==> config.mk <==
export PLATFORM = sky130hd
export DESIGN_NAME = mod_counter_prescaled
export DESIGN_NICKNAME = d
export VERILOG_FILES = /design/src/rtl/counter_pkg.sv /design/src/rtl/tick_prescaler.sv /design/src/rtl/mod_counter_prescaled.sv
export SDC_FILE = /design/constraint.sdc
export NUM_CORES = 1
export LEC_CHECK = 0
export ABC_CLOCK_PERIOD_IN_PS = 4900
export BUFFER_PORTS_ARGS = -buffer_cell sky130_fd_sc_hd__buf_2
export CAP_MARGIN = 30
export CELL_PAD_IN_SITES_DETAIL_PLACEMENT = 0
export CELL_PAD_IN_SITES_GLOBAL_PLACEMENT = 1
export CORE_MARGIN = 2
export CORE_UTILIZATION = 45
export DETAILED_ROUTE_END_ITERATION = 10
export GPL_TIMING_DRIVEN = 1
export PLACE_DENSITY = 0.75
export SETUP_SLACK_MARGIN = 0.02
export SLEW_MARGIN = 20
export SYNTH_ARGS = -nofsm -noshare
export SYNTH_HDL_FRONTEND = slang
export SYNTH_HIERARCHICAL = 1
export SYNTH_SLANG_ARGS = --single-unit
==> constraint.sdc <==
create_clock -name clk_50mhz -period 4.9 [get_ports clk_50mhz]
set_clock_uncertainty 0.05 [all_clocks]
set_input_delay 0.98 -clock clk_50mhz [delete_from_list [all_inputs] [get_ports clk_50mhz]]
set_output_delay 0.98 -clock clk_50mhz [all_outputs]
set_load 0.01 [all_outputs]
==> src/rtl/counter_pkg.sv <==
// -----------------------------------------------------------------------------
// counter_pkg
// Shared definitions for the prescaled modulo counter family.
//   DIR_UP / DIR_DOWN : encoding of the counter 'up' input
//   bits_for(n)       : bits needed to hold 0..n-1, never less than 1
// -----------------------------------------------------------------------------
package counter_pkg;

    localparam logic DIR_UP   = 1'b1;
    localparam logic DIR_DOWN = 1'b0;

    // A divide-by-1 or divide-by-2 prescaler still needs a 1-bit register.
    function automatic int bits_for(input int n);
        if (n <= 2) begin
            return 1;
        end
        return $clog2(n);
    endfunction

endpackage : counter_pkg

==> src/rtl/tick_prescaler.sv <==
// -----------------------------------------------------------------------------
// tick_prescaler
// Free-running divide-by-DIV_RATIO counter that emits a registered one-cycle
// enable tick. No clock is derived; consumers qualify logic with 'tick'.
// Ports:
//   clk_50mhz : in  board clock, rising edge
//   clrn      : in  asynchronous active-low reset
//   tick      : out high for one cycle every DIV_RATIO cycles; the first tick
//                   appears DIV_RATIO cycles after clrn release
// -----------------------------------------------------------------------------
module tick_prescaler
    import counter_pkg::*;
#(
    parameter int DIV_RATIO = 50000000,
    parameter int DIV_W     = bits_for(DIV_RATIO)
) (
    input  logic clk_50mhz,
    input  logic clrn,
    output logic tick
);

    localparam logic [DIV_W-1:0] LAST = DIV_W'(DIV_RATIO - 1);

    logic [DIV_W-1:0] cnt_q, cnt_d;
    logic             tick_q, tick_d;

    always_comb begin
        cnt_d  = cnt_q + DIV_W'(1);
        tick_d = 1'b0;
        if (cnt_q == LAST) begin
            cnt_d  = '0;
            tick_d = 1'b1;
        end
    end

    always_ff @(posedge clk_50mhz or negedge clrn) begin
        if (!clrn) begin
            cnt_q  <= '0;
            tick_q <= 1'b0;
        end else begin
            cnt_q  <= cnt_d;
            tick_q <= tick_d;
        end
    end

    assign tick = tick_q;

endmodule : tick_prescaler

==> src/rtl/mod_counter_prescaled.sv <==
// -----------------------------------------------------------------------------
// mod_counter_prescaled
// Modulo-MODULUS up/down counter advanced by an internal prescaler tick, with
// 74161-style enp/ent/rco cascading.
// Ports:
//   clk_50mhz : in  board clock, rising edge
//   clrn      : in  asynchronous active-low reset of counter and prescaler
//   sclrn     : in  synchronous active-low clear of the counter (highest prio)
//   ldn       : in  synchronous active-low load of data_in (clamped)
//   enp, ent  : in  count enables; ent also gates rco
//   up        : in  1 = count up, 0 = count down
//   data_in   : in  load value
//   q_out     : out counter value, always within 0..MODULUS-1
//   rco       : out ent & terminal count (combinational)
//   tc_pulse  : out high on the cycle whose edge commits a wrap
//   tick      : out prescaler tick
// -----------------------------------------------------------------------------
module mod_counter_prescaled
    import counter_pkg::*;
#(
    parameter int WIDTH     = 4,
    parameter int MODULUS   = 16,
    parameter int DIV_RATIO = 50000000,
    parameter int DIV_W     = bits_for(DIV_RATIO)
) (
    input  logic             clk_50mhz,
    input  logic             clrn,
    input  logic             sclrn,
    input  logic             ldn,
    input  logic             enp,
    input  logic             ent,
    input  logic             up,
    input  logic [WIDTH-1:0] data_in,
    output logic [WIDTH-1:0] q_out,
    output logic             rco,
    output logic             tc_pulse,
    output logic             tick
);

    // One extra bit so MODULUS == 2^WIDTH is representable in the clamp compare.
    localparam logic [WIDTH:0]   MOD_EXT = (WIDTH + 1)'(MODULUS);
    localparam logic [WIDTH-1:0] Q_MAX   = WIDTH'(MODULUS - 1);

    logic [WIDTH-1:0] q_q, q_d;
    logic             terminal;
    logic             count_en;

    tick_prescaler #(
        .DIV_RATIO (DIV_RATIO),
        .DIV_W     (DIV_W)
    ) u_prescaler (
        .clk_50mhz (clk_50mhz),
        .clrn      (clrn),
        .tick      (tick)
    );

    assign terminal = (up == DIR_UP) ? (q_q == Q_MAX) : (q_q == '0);
    assign count_en = tick & enp & ent;

    always_comb begin
        q_d = q_q;
        if (!sclrn) begin
            q_d = '0;
        end else if (!ldn) begin
            q_d = ({1'b0, data_in} >= MOD_EXT) ? Q_MAX : data_in;
        end else if (count_en) begin
            if (up == DIR_UP) begin
                q_d = (q_q == Q_MAX) ? '0 : q_q + WIDTH'(1);
            end else begin
                q_d = (q_q == '0) ? Q_MAX : q_q - WIDTH'(1);
            end
        end
    end

    always_ff @(posedge clk_50mhz or negedge clrn) begin
        if (!clrn) begin
            q_q <= '0;
        end else begin
            q_q <= q_d;
        end
    end

    assign q_out    = q_q;
    assign rco      = ent & terminal;
    // A clear or load overrides the count, so no wrap is committed then.
    assign tc_pulse = count_en & terminal & sclrn & ldn;

endmodule : mod_counter_prescaled

# After elaboration in Yosys (flattened, before gate mapping)
# Index checks and enable logic that the tools add are counted.
# word_totals
register_bits	31
latch_bits	0
ramBits	0
rom_bits	0
input_bits	11
out_inout_bits	7
wordCells	25
memories	0
# op_classes
addsub	3
mul	0
n_div	0
magnitude_cmp	0
eq_ne	3
shifts	0
mux	9
n_bitwise	6
n_reduce_logical	1
# op_table
operator	n
26-bit by 1-bit adder with 26-bit output (second input constant)	1
26-bit == test (second input constant)	1
26-bit 2-to-1 mux	1
4-bit 2-to-1 mux	6
1-bit bitwise AND	6
4-bit by 1-bit adder with 4-bit output (second input constant)	1
4-bit == test (second input constant)	1
4-bit zero test	1
4-bit by 1-bit subtractor with 4-bit output (second input constant)	1
3-bit by 2-bit != test with 1-bit output (second input constant)	1
1-bit 2-to-1 mux	2

# Longest topological paths before layout
# Gate-level depths: netlist of run 1.
# depth
word_depth	6
mapped_depth	6
depth_no_buf	6

# By module
# The synthesis of run 1 kept the hierarchy.
# modules_own_cells
module	instances	cells_each	area_each_um2	seq_area_each_um2
tick_prescaler	1	135	1362.6	675.6
mod_counter_prescaled	1	47	400.4	100.1

# Worst setup path before layout of run 1
# Ideal clock, no wire load.
# synth_path
path_kind	input to output
start	input up
end	output tc_pulse
t_arrival_ps	1614
t_required_ps	3870
path_slack_ps	2256
path_stages	3
n_path_buf	1
cell_sequence	buf_2 -> o31ai_1 -> and4_1
# synth_via
elab_chain_cells	4
# synth_lines
item	line_no	source
start: declaration	mod_counter_prescaled.sv:32	input logic up,
1-bit 2-to-1 mux	mod_counter_prescaled.sv:57	assign terminal = (up == DIR_UP) ? (q_q == Q_MAX) : (q_q == '0);
1-bit bitwise AND (3 in series)	mod_counter_prescaled.sv:86	assign tc_pulse = count_en & terminal & sclrn & ldn;
end: declaration	mod_counter_prescaled.sv:36	output logic tc_pulse,
# No other way between the ends.

# Worst setup path in the final report of run 1
# Same ends and word-level chain as after synthesis.

==> impl_metrics.csv, run 1 <==
group,metric,value,unit
drt,drt_iter0_markers,140,
synth,ys.flop_type,"dfrtp_1",
timing,fin_crit,2.83,ns
worst_hold_path,whs_endpoint,"u_prescaler/cnt_q[9]",
run_status,status,"finished clean",
clock_tree,ctsResizeCount,0,
synth,netlist_top_cells_count,"dfrtp_1, nand2_1, nor2_1, a21oi_1, xnor2_1",
die,coreArea,0.00372,sq mm
run,cap_violations,0,
timing,tightest_slew,0.698,ns
synth,synthArstFlopShare,1.00,
synth,synth_edf_count,0,
die,rows,22,
clock_tree,ctsHoldBuffers,0,
critical_path,critPathArrivalTime,1.80,ns
power,p_leak,0.861,nW
critical_path,crit_fanout,8,
synth,yosysWarnings,6,
critical_path,cp_common_cell,"buf_2",
synth,syn_inst,182,
synth,synth.distinct_cells,40,
critical_path,cp_top_family,"compound AO/OA/AOI/OAI gates",
finish,final_core_util,0.530,
critical_path,worst_setup_path_start_kind,"input pin",
finish,nFillCells,344,
clock_tree,cts_sinks,31,
power,switching_share,0.224,
synth,yosys.area.top_type,"dfrtp_1",
clock_tree,cts.path.max_buffers,2,
die,start_util,0.474,
critical_path,end_kind,"output port",
drt,ant_nets,0,
critical_path,cp.required,3.87,ns
global_route,antenna_found_initial,0,
timing,grt_setup_unrepaired,"false",
critical_path,reg2reg_from,"u_prescaler/cnt_q[7]",
timing,relSlewSlack,0.531,
timing,fmaxAchievable,353,MHz
power,fin_total_pwr,492,uW
critical_path,r2r_end,"u_prescaler/cnt_q[19]",
global_route,grt_pass1_vias,1347,
synth,synth_most_common_cell,"dfrtp_1",
die,dieArea,0.00443,sq mm
timing,layout_worst_path_cycle_share,0.578,
drt,drc,0,
worst_hold_path,holdCritStartpoint,"u_prescaler/cnt_q[9]",
clock_tree,clk_pin_slew,0.06,ns
critical_path,r2r_cells,4,
clock_tree,cts_tree,"built",
global_route,track_usage,0.188,
synth,syn_area,0.00176,sq mm
synth,synth_area_leaders,"dfrtp_1, xnor2_1, ha_1",
critical_path,crit_buf_inv,2,
critical_path,reg2reg_slack,2.87,ns
worst_hold_path,hold_class,"register to register",
critical_path,slowest_delay,0.33,ns
finish,areaGrowthSynthToFinish,11.7,%
finish,stdcell_count,249,
critical_path,critPathSlowestCell,"o31ai_1",
synth,synth_top_area_share,0.440,
power,p_int,382,uW
worst_hold_path,worstHoldPathCells,1,
drt,viasPerCell,5.71,
global_route,overflow,0,
clock_tree,cts_setup_buffers,0,
die,io_pins,18,
power,power_density,250,mW/mm^2
timing,hold_viol_final,0,
die,die-width,66.6,um
place,gp_congestion,0.776,
power,ir_drop,0.154,mV
finish,multi_input_area,920,sq um
synth,synth_nets,198,
place,port_buffers,17,
clock_tree,root_buffer,"clkbuf_8",
critical_path,crit_chain,"buf_2 > o31ai_1 > and4_1 > buf_2",
power,p_switching,110,uW
timing,maxSlewViolCount,0,
finish,antennaDiodeCount,0,
clock_tree,clock_latency,0.28,ns
synth,yosysSeqAreaShare,0.440,
drt,wire_per_inst,13.9,um
global_route,grt_max_degree,32,
global_route,grt_pass1_wl,6.29,mm
place,dp_hpwl,2.52,mm
clock_tree,cts_buffers,5,
synth,ys_ff_latch,31,
timing,fin_tns_setup,0,ns
clock_tree,htreeDepth,2,
finish,seq_area,776,sq um
critical_path,crit_type,"input pin to output port",
power,power_frac_comb,0.065,
finish,fin_nets,217,
power,power_frac_seq,0.534,
drt,vias,1422,
drt,drt_pass1_iterations,4,
place,dp_cells,241,
power,pwr-share-clk,0.400,
finish,drive_gt1_frac,0.164,
die,die_h,66.6,um
synth,syn_avg_cell_area,9.69,sq um
timing,setup_viol,0,
drt,routed_wl,3.46,mm
[layer usage]
layer / share of wire / up-vias / wire length, um / GRT usage
li1: - / 694 / - / -
met1: 0.50 / 701 / 1730 / 0.268
met2: 0.45 / 23 / 1560 / 0.279
met3: 0.042 / 4 / 144 / 0.0557
met4: 0.0072 / 0 / 25 / 0.0459
met5: 0 / - / 0 / 0
[per-stage QoR]
| stage | setup WS, ns | area [sq um] | hold WS, ns |
|---|---|---|---|
| 6_report | 2.07 | 1970 | 0.454 |
| 5_1_grt | 1.88 | 1970 | 0.488 |
| 4_1_cts | 2.06 | 1960 | 0.456 |
| 3_5_place_dp | 2.06 | 1870 | 0.448 |
| 3_3_place_gp | 2.08 | 1870 | 0.434 |
| 2_1_floorplan | 2.26 | 1760 | 0.414 |
[cells by family after synthesis]
logic type	after synthesis	synth area share
adder cells (fa/ha/maj)	5	0.0355
AO/OA/AOI/OAI	29	0.106
AND/OR/NAND/NOR	84	0.285
XOR/XNOR	18	0.0894
multiplexers	1	0.00639
buffers and inverters	14	0.0383
flip-flops	31	0.440
[placed cells by master, fill, tap and decap left out, types with 3 or more instances in the layout]
| cell | netlist | final |
|---|---|---|
| nand2_1 | 14 | 14 |
| buf_2 | 4 | 17 |
| nand4_1 | 8 | 8 |
| nor4_1 | 4 | 4 |
| xnor2_1 | 11 | 11 |
| o31ai_1 | 3 | 3 |
| or3_1 | 5 | 5 |
| clkbuf_8 | 1 | 6 |
| ha_1 | 5 | 5 |
| xor2_1 | 7 | 7 |
| o21ai_0 | 6 | 6 |
| and4_1 | 5 | 5 |
| a21oi_1 | 11 | 11 |
| dfrtp_1 | 31 | 31 |
| inv_1 | 8 | 8 |
| and3_1 | 6 | 6 |
| nand3_1 | 9 | 9 |
| or4_1 | 3 | 3 |
| nor2_1 | 13 | 13 |
[worst max path at each step]
| stage | from | slack [ns] | to | depth (start not counted) |
|---|---|---|---|---|
| after global placement | up | 2.08 | tc_pulse | 4 |
| after detailed placement | up | 2.06 | tc_pulse | 4 |
| after global routing | q_out[1] | 1.88 | tc_pulse | 6 |
| after floorplan | up | 2.26 | tc_pulse | 3 |
| after CTS | up | 2.06 | tc_pulse | 4 |
| final | up | 2.07 | tc_pulse | 4 |
[worst register-to-register path, cell delays in order, from the launching register on]
cell and delay, ns:
dfrtp_1 0.41, nand4_1 0.26, or3_1 0.57, or4_1 0.51, a21oi_1 0.15
[cell type report]
cell class / instances / share of cell area
Sequential cell: 31 / 0.394
Clock inverter: 1 / 0.00254
Timing Repair Buffer: 18 / 0.0489
Multi-Input combinational cell: 137 / 0.467
Clock buffer: 6 / 0.0419
Tap cell: 48 / 0.0305
Inverter: 8 / 0.0152
[power groups by stage]
stage	logic (mW)	registers [mW]	clock network (mW)
after global placement	0.0320	0.267	0
final	0.0322	0.263	0.197
after detailed placement	0.0324	0.267	0
after global routing	0.0371	0.263	0.218
after floorplan	0.0176	0.268	0
after CTS	0.0326	0.263	0.205
[sequential cells by signal (all words and copies together), names as in the netlist]
register / flops
u_prescaler/cnt_q: 26
u_prescaler/tick: 1
q_out: 4
Power figures use the tool's default switching activity.
==> run 2, diff against run 1 <==
--- a/config.mk
+++ b/config.mk
@@ -5,16 +5,16 @@
 export SDC_FILE = /design/constraint.sdc
 export NUM_CORES = 1
 export LEC_CHECK = 0
-export ABC_CLOCK_PERIOD_IN_PS = 4900
+export ABC_CLOCK_PERIOD_IN_PS = 2340
 export BUFFER_PORTS_ARGS = -buffer_cell sky130_fd_sc_hd__buf_2
 export CAP_MARGIN = 30
 export CELL_PAD_IN_SITES_DETAIL_PLACEMENT = 0
 export CELL_PAD_IN_SITES_GLOBAL_PLACEMENT = 1
 export CORE_MARGIN = 2
-export CORE_UTILIZATION = 45
+export CORE_UTILIZATION = 41
 export DETAILED_ROUTE_END_ITERATION = 10
 export GPL_TIMING_DRIVEN = 1
-export PLACE_DENSITY = 0.75
+export PLACE_DENSITY = 0.72
 export SETUP_SLACK_MARGIN = 0.02
 export SLEW_MARGIN = 20
 export SYNTH_ARGS = -nofsm -noshare
==> constraint.sdc (replaced) <==
create_clock -name clk_50mhz -period 2.34 [get_ports clk_50mhz]
set_clock_uncertainty 0.05 [all_clocks]
set_input_delay 0.468 -clock clk_50mhz [delete_from_list [all_inputs] [get_ports clk_50mhz]]
set_output_delay 0.468 -clock clk_50mhz [all_outputs]
set_load 0.01 [all_outputs]
==> run 2 against run 1 <==
  * First-iteration DRC count shrank 59%
  * Setup slack lost 2.0 ns
  * Highest routed layer unchanged
  * Total power grew 110%
  * Utilization shrank 4.0 points
  * Clock-buffer cell count grew 1
  * Non-clock buffer count grew 1
  * Register-to-register slack lost 2.5 ns
  * Combinational power grew 130%
  * Sequential cell count is the same
  * Sequential power grew 110%
  * Via count grew 0.35%
  * Hold slack lost 0.27 ns
==> impl_metrics.csv, run 2 (synthesis gave the netlist of run 1 again) <==
group,metric,value,unit
run_status,status,"finished clean",
finish,layout_common_cells,"dfrtp_1, buf_2, nand2_1, nor2_1",
global_route,grt_pass1_wl,6.57,mm
clock_tree,cts_tree,"built",
drt,drc,0,
critical_path,critPathArrivalTime,1.73,ns
clock_tree,cts_sinks,31,
power,switching_share,0.237,
timing,fmaxAchievable,445,MHz
clock_tree,cts_buffers,5,
timing,timing.hold.ws,0.184,ns
timing,relSlewSlack,0.530,
drt,drt_pass1_iterations,4,
critical_path,crit_fanout,7,
die,coreArea,0.00406,sq mm
power,p_leak,0.860,nW
drt,drt_iter0_markers,57,
power,fin_total_pwr,1.02,mW
power,pwr-share-clk,0.389,
critical_path,crit_type,"register to output port",
drt,viasPerCell,5.64,
power,power_frac_seq,0.540,
timing,maxSlewViolCount,0,
finish,drive_gt1_frac,0.187,
worst_hold_path,hold_class,"input pin to async pin",
die,start_util,0.434,
place,dp_hpwl,2.76,mm
die,die-width,69.6,um
finish,final_common_cell,"dfrtp_1",
clock_tree,ctsHoldBuffers,0,
global_route,antenna_found_initial,0,
drt,ant_nets,0,
timing,fin_crit,2.25,ns
power,power_frac_comb,0.071,
finish,nFillCells,387,
run,cap_violations,0,
power,p_switching,243,uW
clock_tree,clk_pin_slew,0.07,ns
drt,vias,1427,
power,p_int,780,uW
die,rows,23,
timing,fin_tns_setup,0,ns
power,power_density,514,mW/mm^2
clock_tree,htreeDepth,2,
finish,fin_nets,218,
die,dieArea,0.00484,sq mm
power,ir_drop,0.258,mV
global_route,overflow,0,
timing,hold_viol_final,0,
drt,routed_wl,3.86,mm
finish,areaGrowthSynthToFinish,12.8,%
global_route,track_usage,0.168,
timing,layout_worst_path_cycle_share,0.960,
place,gp_congestion,0.845,
timing,tightest_slew,0.705,ns
clock_tree,root_buffer,"clkbuf_8",
clock_tree,cts_setup_buffers,0,
finish,antennaDiodeCount,0,
critical_path,cp.required,1.82,ns
die,io_pins,18,
die,die_h,69.6,um
clock_tree,cts.path.max_buffers,2,
finish,largest_reg_flops,26,
critical_path,worst_setup_path_start_kind,"register",
timing,setup_viol,0,
finish,top_register,"u_prescaler/cnt_q",
timing,grt_setup_unrepaired,"false",
critical_path,end_kind,"output port",
place,port_buffers,17,
clock_tree,clock_latency,0.29,ns
global_route,grt_max_degree,32,
drt,wire_per_inst,15.3,um
global_route,grt_pass1_vias,1435,
[run 2: cell count changes in the layout (fill, tap and decap cells not counted), sizes merged]
cell,delta
buf,+1
clkbuf,+1
[run 2: path summary, 6_finish.rpt]
kind	start	end	slack, ns	depth (start not counted)
hold / removal	clrn	u_prescaler/cnt_q[19]	0.18	1
min in group clk_50mhz	data_in[1]	q_out[1]	0.37	2
setup reg to reg	u_prescaler/cnt_q[6]	u_prescaler/cnt_q[23]	0.34	4
setup / recovery	q_out[0]	tc_pulse	0.09	6
hold reg to reg	u_prescaler/cnt_q[24]	u_prescaler/cnt_q[24]	0.48	1
max in group asynchronous	clrn	q_out[0]	1.56	1
[run 2: critical path, stage by stage (launching register included)]
cell and delay (ns):
dfrtp_2 0.46, inv_1 0.10, ha_2 0.18, nand2b_1 0.12, o31ai_4 0.27, and4_1 0.20
buf_2 0.12
[run 2: area by class of cell]
type / instances / area (sq um) / area share
multi-input combinational: 137 / 936 / 0.471
sequential: 31 / 778 / 0.391
timing repair buffer: 19 / 100 / 0.0503
clock buffer: 7 / 76.3 / 0.0384
tap: 50 / 62.6 / 0.0315
inverter: 8 / 30.0 / 0.0151
clock inverter: 1 / 5.00 / 0.00252
[run 2: timing repair]
item                                    4_1_cts  5_1_grt
endpoints found under the setup margin        1        1
hold endpoints to repair                      0        0
gates resized for setup                       1        5
pin swaps                                     0        1
[run 2: power by group through the flow]
stage	clock network (mW)	logic, mW	registers [mW]
floorplan	0	0.0368	0.560
global placement	0	0.0661	0.560
detailed placement	0	0.0687	0.560
CTS	0.416	0.0700	0.550
global route	0.438	0.0827	0.552
finish	0.398	0.0727	0.552
[run 2: through the flow]
stage,utilization,cells,instance area (sq um),worst slack (ns)
3_5_place_dp,0.465,245,1890,0.309
2_1_floorplan,-,182,1760,0.526
5_1_grt,0.490,253,1990,0.00852
4_1_cts,0.487,253,1970,0.0809
6_report,0.490,253,1990,0.0928
3_3_place_gp,0.465,245,1890,0.345
[run 2: layer usage]
metal / GRT usage / vias up / part of all wire
met4: 0.0719 / 0 / 0.025
met3: 0.0422 / 11 / 0.030
li1: - / 699 / -
met5: 0 / - / 0
met1: 0.229 / 695 / 0.49
met2: 0.254 / 22 / 0.45
==> run 3, diff against run 2 <==
--- a/config.mk
+++ b/config.mk
@@ -7,7 +7,7 @@
 export LEC_CHECK = 0
 export ABC_CLOCK_PERIOD_IN_PS = 2340
 export BUFFER_PORTS_ARGS = -buffer_cell sky130_fd_sc_hd__buf_2
-export CAP_MARGIN = 30
+export CAP_MARGIN = 10
 export CELL_PAD_IN_SITES_DETAIL_PLACEMENT = 0
 export CELL_PAD_IN_SITES_GLOBAL_PLACEMENT = 1
 export CORE_MARGIN = 2
@@ -15,6 +15,7 @@
 export DETAILED_ROUTE_END_ITERATION = 10
 export GPL_TIMING_DRIVEN = 1
 export PLACE_DENSITY = 0.72
+export RECOVER_POWER = 100
 export SETUP_SLACK_MARGIN = 0.02
 export SLEW_MARGIN = 20
 export SYNTH_ARGS = -nofsm -noshare
==> run 3 against run 2 <==
  * The run now ends with max-capacitance violations, max-slew violations left
  * Utilization is 0.59 points lower
  * Largest cell class unchanged
  * Routed wire length fell by 0.34%
  * Combinational power down 2%
  * Sequential share of layout area up 0.41 points
==> impl_metrics.csv, run 3 (synthesis gave the netlist of run 1 again) <==
group,metric,value,unit
run_status,status,"finished, violations left",
global_route,grt_max_degree,32,
clock_tree,ctsHoldBuffers,0,
critical_path,r2r_end,"u_prescaler/cnt_q[5]",
place,dp_hpwl,2.76,mm
place,port_buffers,17,
clock_tree,htreeDepth,2,
place,pre_cts_ws,0.309,ns
critical_path,cp.required,1.82,ns
finish,top_register,"u_prescaler/cnt_q",
timing,fin_tns_setup,0,ns
clock_tree,clock_latency,0.29,ns
finish,final_common_cell,"dfrtp_1",
critical_path,crit_buf_inv,2,
clock_tree,root_buffer,"clkbuf_8",
clock_tree,cts_buffers,5,
timing,layout_worst_path_cycle_share,0.957,
timing,hold_viol_final,0,
die,dieArea,0.00484,sq mm
timing,worst_slack,0.100,ns
place,dp_cells,245,
finish,fin_nets,218,
drt,dr.max_layer_used,"met4",
timing,setup_viol,0,
global_route,grt_pass1_wl,6.57,mm
critical_path,crit_type,"register to output port",
die,die_h,69.6,um
critical_path,critPathSlowestCell,"dfrtp_2",
worst_hold_path,hold_class,"input pin to register",
die,rows,23,
power,ir_drop,0.260,mV
run,cap_violations,1,
run_status,violations,"max-capacitance violations, max-slew violations",
power,fin_total_pwr,1.02,mW
die,start_util,0.434,
power,p_leak,0.826,nW
drt,drt_pass1_iterations,4,
finish,layout_common_cells,"dfrtp_1, nand2_1, nor2_1, buf_2",
critical_path,reg2reg_from,"u_prescaler/cnt_q[2]",
timing,fin_crit,2.24,ns
die,coreArea,0.00406,sq mm
critical_path,slowest_delay,0.46,ns
finish,stdcell_count,253,
finish,largest_reg_flops,26,
global_route,overflow,0,
power,power_density,520,mW/mm^2
timing,maxSlewViolCount,32,
clock_tree,cts.path.max_buffers,2,
critical_path,critPathArrivalTime,1.72,ns
drt,routed_wl,3.85,mm
timing,grt_setup_unrepaired,"false",
global_route,track_usage,0.168,
drt,drc,0,
critical_path,reg2reg_slack,0.29,ns
die,die-width,69.6,um
die,io_pins,18,
clock_tree,clk_pin_slew,0.05,ns
drt,vias,1429,
finish,drive_gt1_frac,0.153,
worst_hold_path,whs_endpoint,"q_out[1]",
finish,antennaDiodeCount,0,
global_route,grt_pass1_vias,1435,
critical_path,r2r_cells,5,
timing,timing.hold.ws,0.374,ns
critical_path,crit_fanout,7,
drt,wl_met1,1.91,mm
critical_path,end_kind,"output port",
drt,drt_iter0_markers,50,
critical_path,worst_setup_path_start_kind,"register",
drt,ant_nets,0,
drt,routed-wl-met2,1.74,mm
critical_path,crit_chain,"inv_1 > ha_1 > nand2b_1 > o31ai_4 > and4_1 > buf_2",
drt,wire_per_inst,15.2,um
drt,viasPerCell,5.65,
worst_hold_path,worstHoldPathCells,2,
global_route,antenna_found_initial,0,
drt,met3_length,103,um
timing,fmaxAchievable,446,MHz
timing,tightest_slew,1.69,ns
clock_tree,cts_tree,"built",
critical_path,cp_top_family,"flip-flops",
place,gp_congestion,0.845,
finish,areaGrowthSynthToFinish,11.4,%
timing,relSlewSlack,-0.130,
worst_hold_path,holdCritStartpoint,"data_in[1]",
clock_tree,cts_sinks,31,
-- run 3: what timing repair did --
| item | in CTS | in global routing |
|---|---|---|
| pin swaps | 0 | 1 |
| resized for setup | 1 | 5 |
| endpoints found under the setup margin | 1 | 1 |
| setup buffers | 0 | 0 |
-- run 3: layer usage --
layer  track usage  vias up
met4        0.0719        0
met5             0        -
met1         0.229      695
met2         0.254       20
li1              -      702
met3        0.0422       12
-- run 3: area by class of cell --
cell class	instances	area, sq um
flip-flops and latches	31	777
clock buffers	7	76.3
repair buffers	19	88.8
multi-input cells	137	925
inverters	8	30.0
clock inverters	1	5.00
well taps	50	62.6
fillers	392	2090
-- run 3: worst max path at each step --
stage	from	endpoint	slack, ns	cells past startpoint
detailed placement	q_out[0]	tc_pulse	0.31	6
finish	q_out[0]	tc_pulse	0.10	6
CTS	q_out[0]	tc_pulse	0.08	6
global placement	q_out[0]	tc_pulse	0.34	6
floorplan	u_prescaler/cnt_q[6]	u_prescaler/cnt_q[19]	0.53	5
global route	q_out[0]	tc_pulse	0.002	6
-- run 3: metrics by stage --
step	util	area [sq um]
after floorplan	-	1760
after detailed placement	0.465	1890
after global placement	0.465	1890
after CTS	0.487	1970
final	0.484	1960
after global routing	0.484	1960
-- run 3: power by group --
part / leakage (nW) / switching (mW) / total, mW / internal, mW
clock network: 0.0422 / 0.191 / 0.399 / 0.208
logic: 0.371 / 0.0417 / 0.0712 / 0.0294
registers: 0.414 / 0.0108 / 0.552 / 0.541
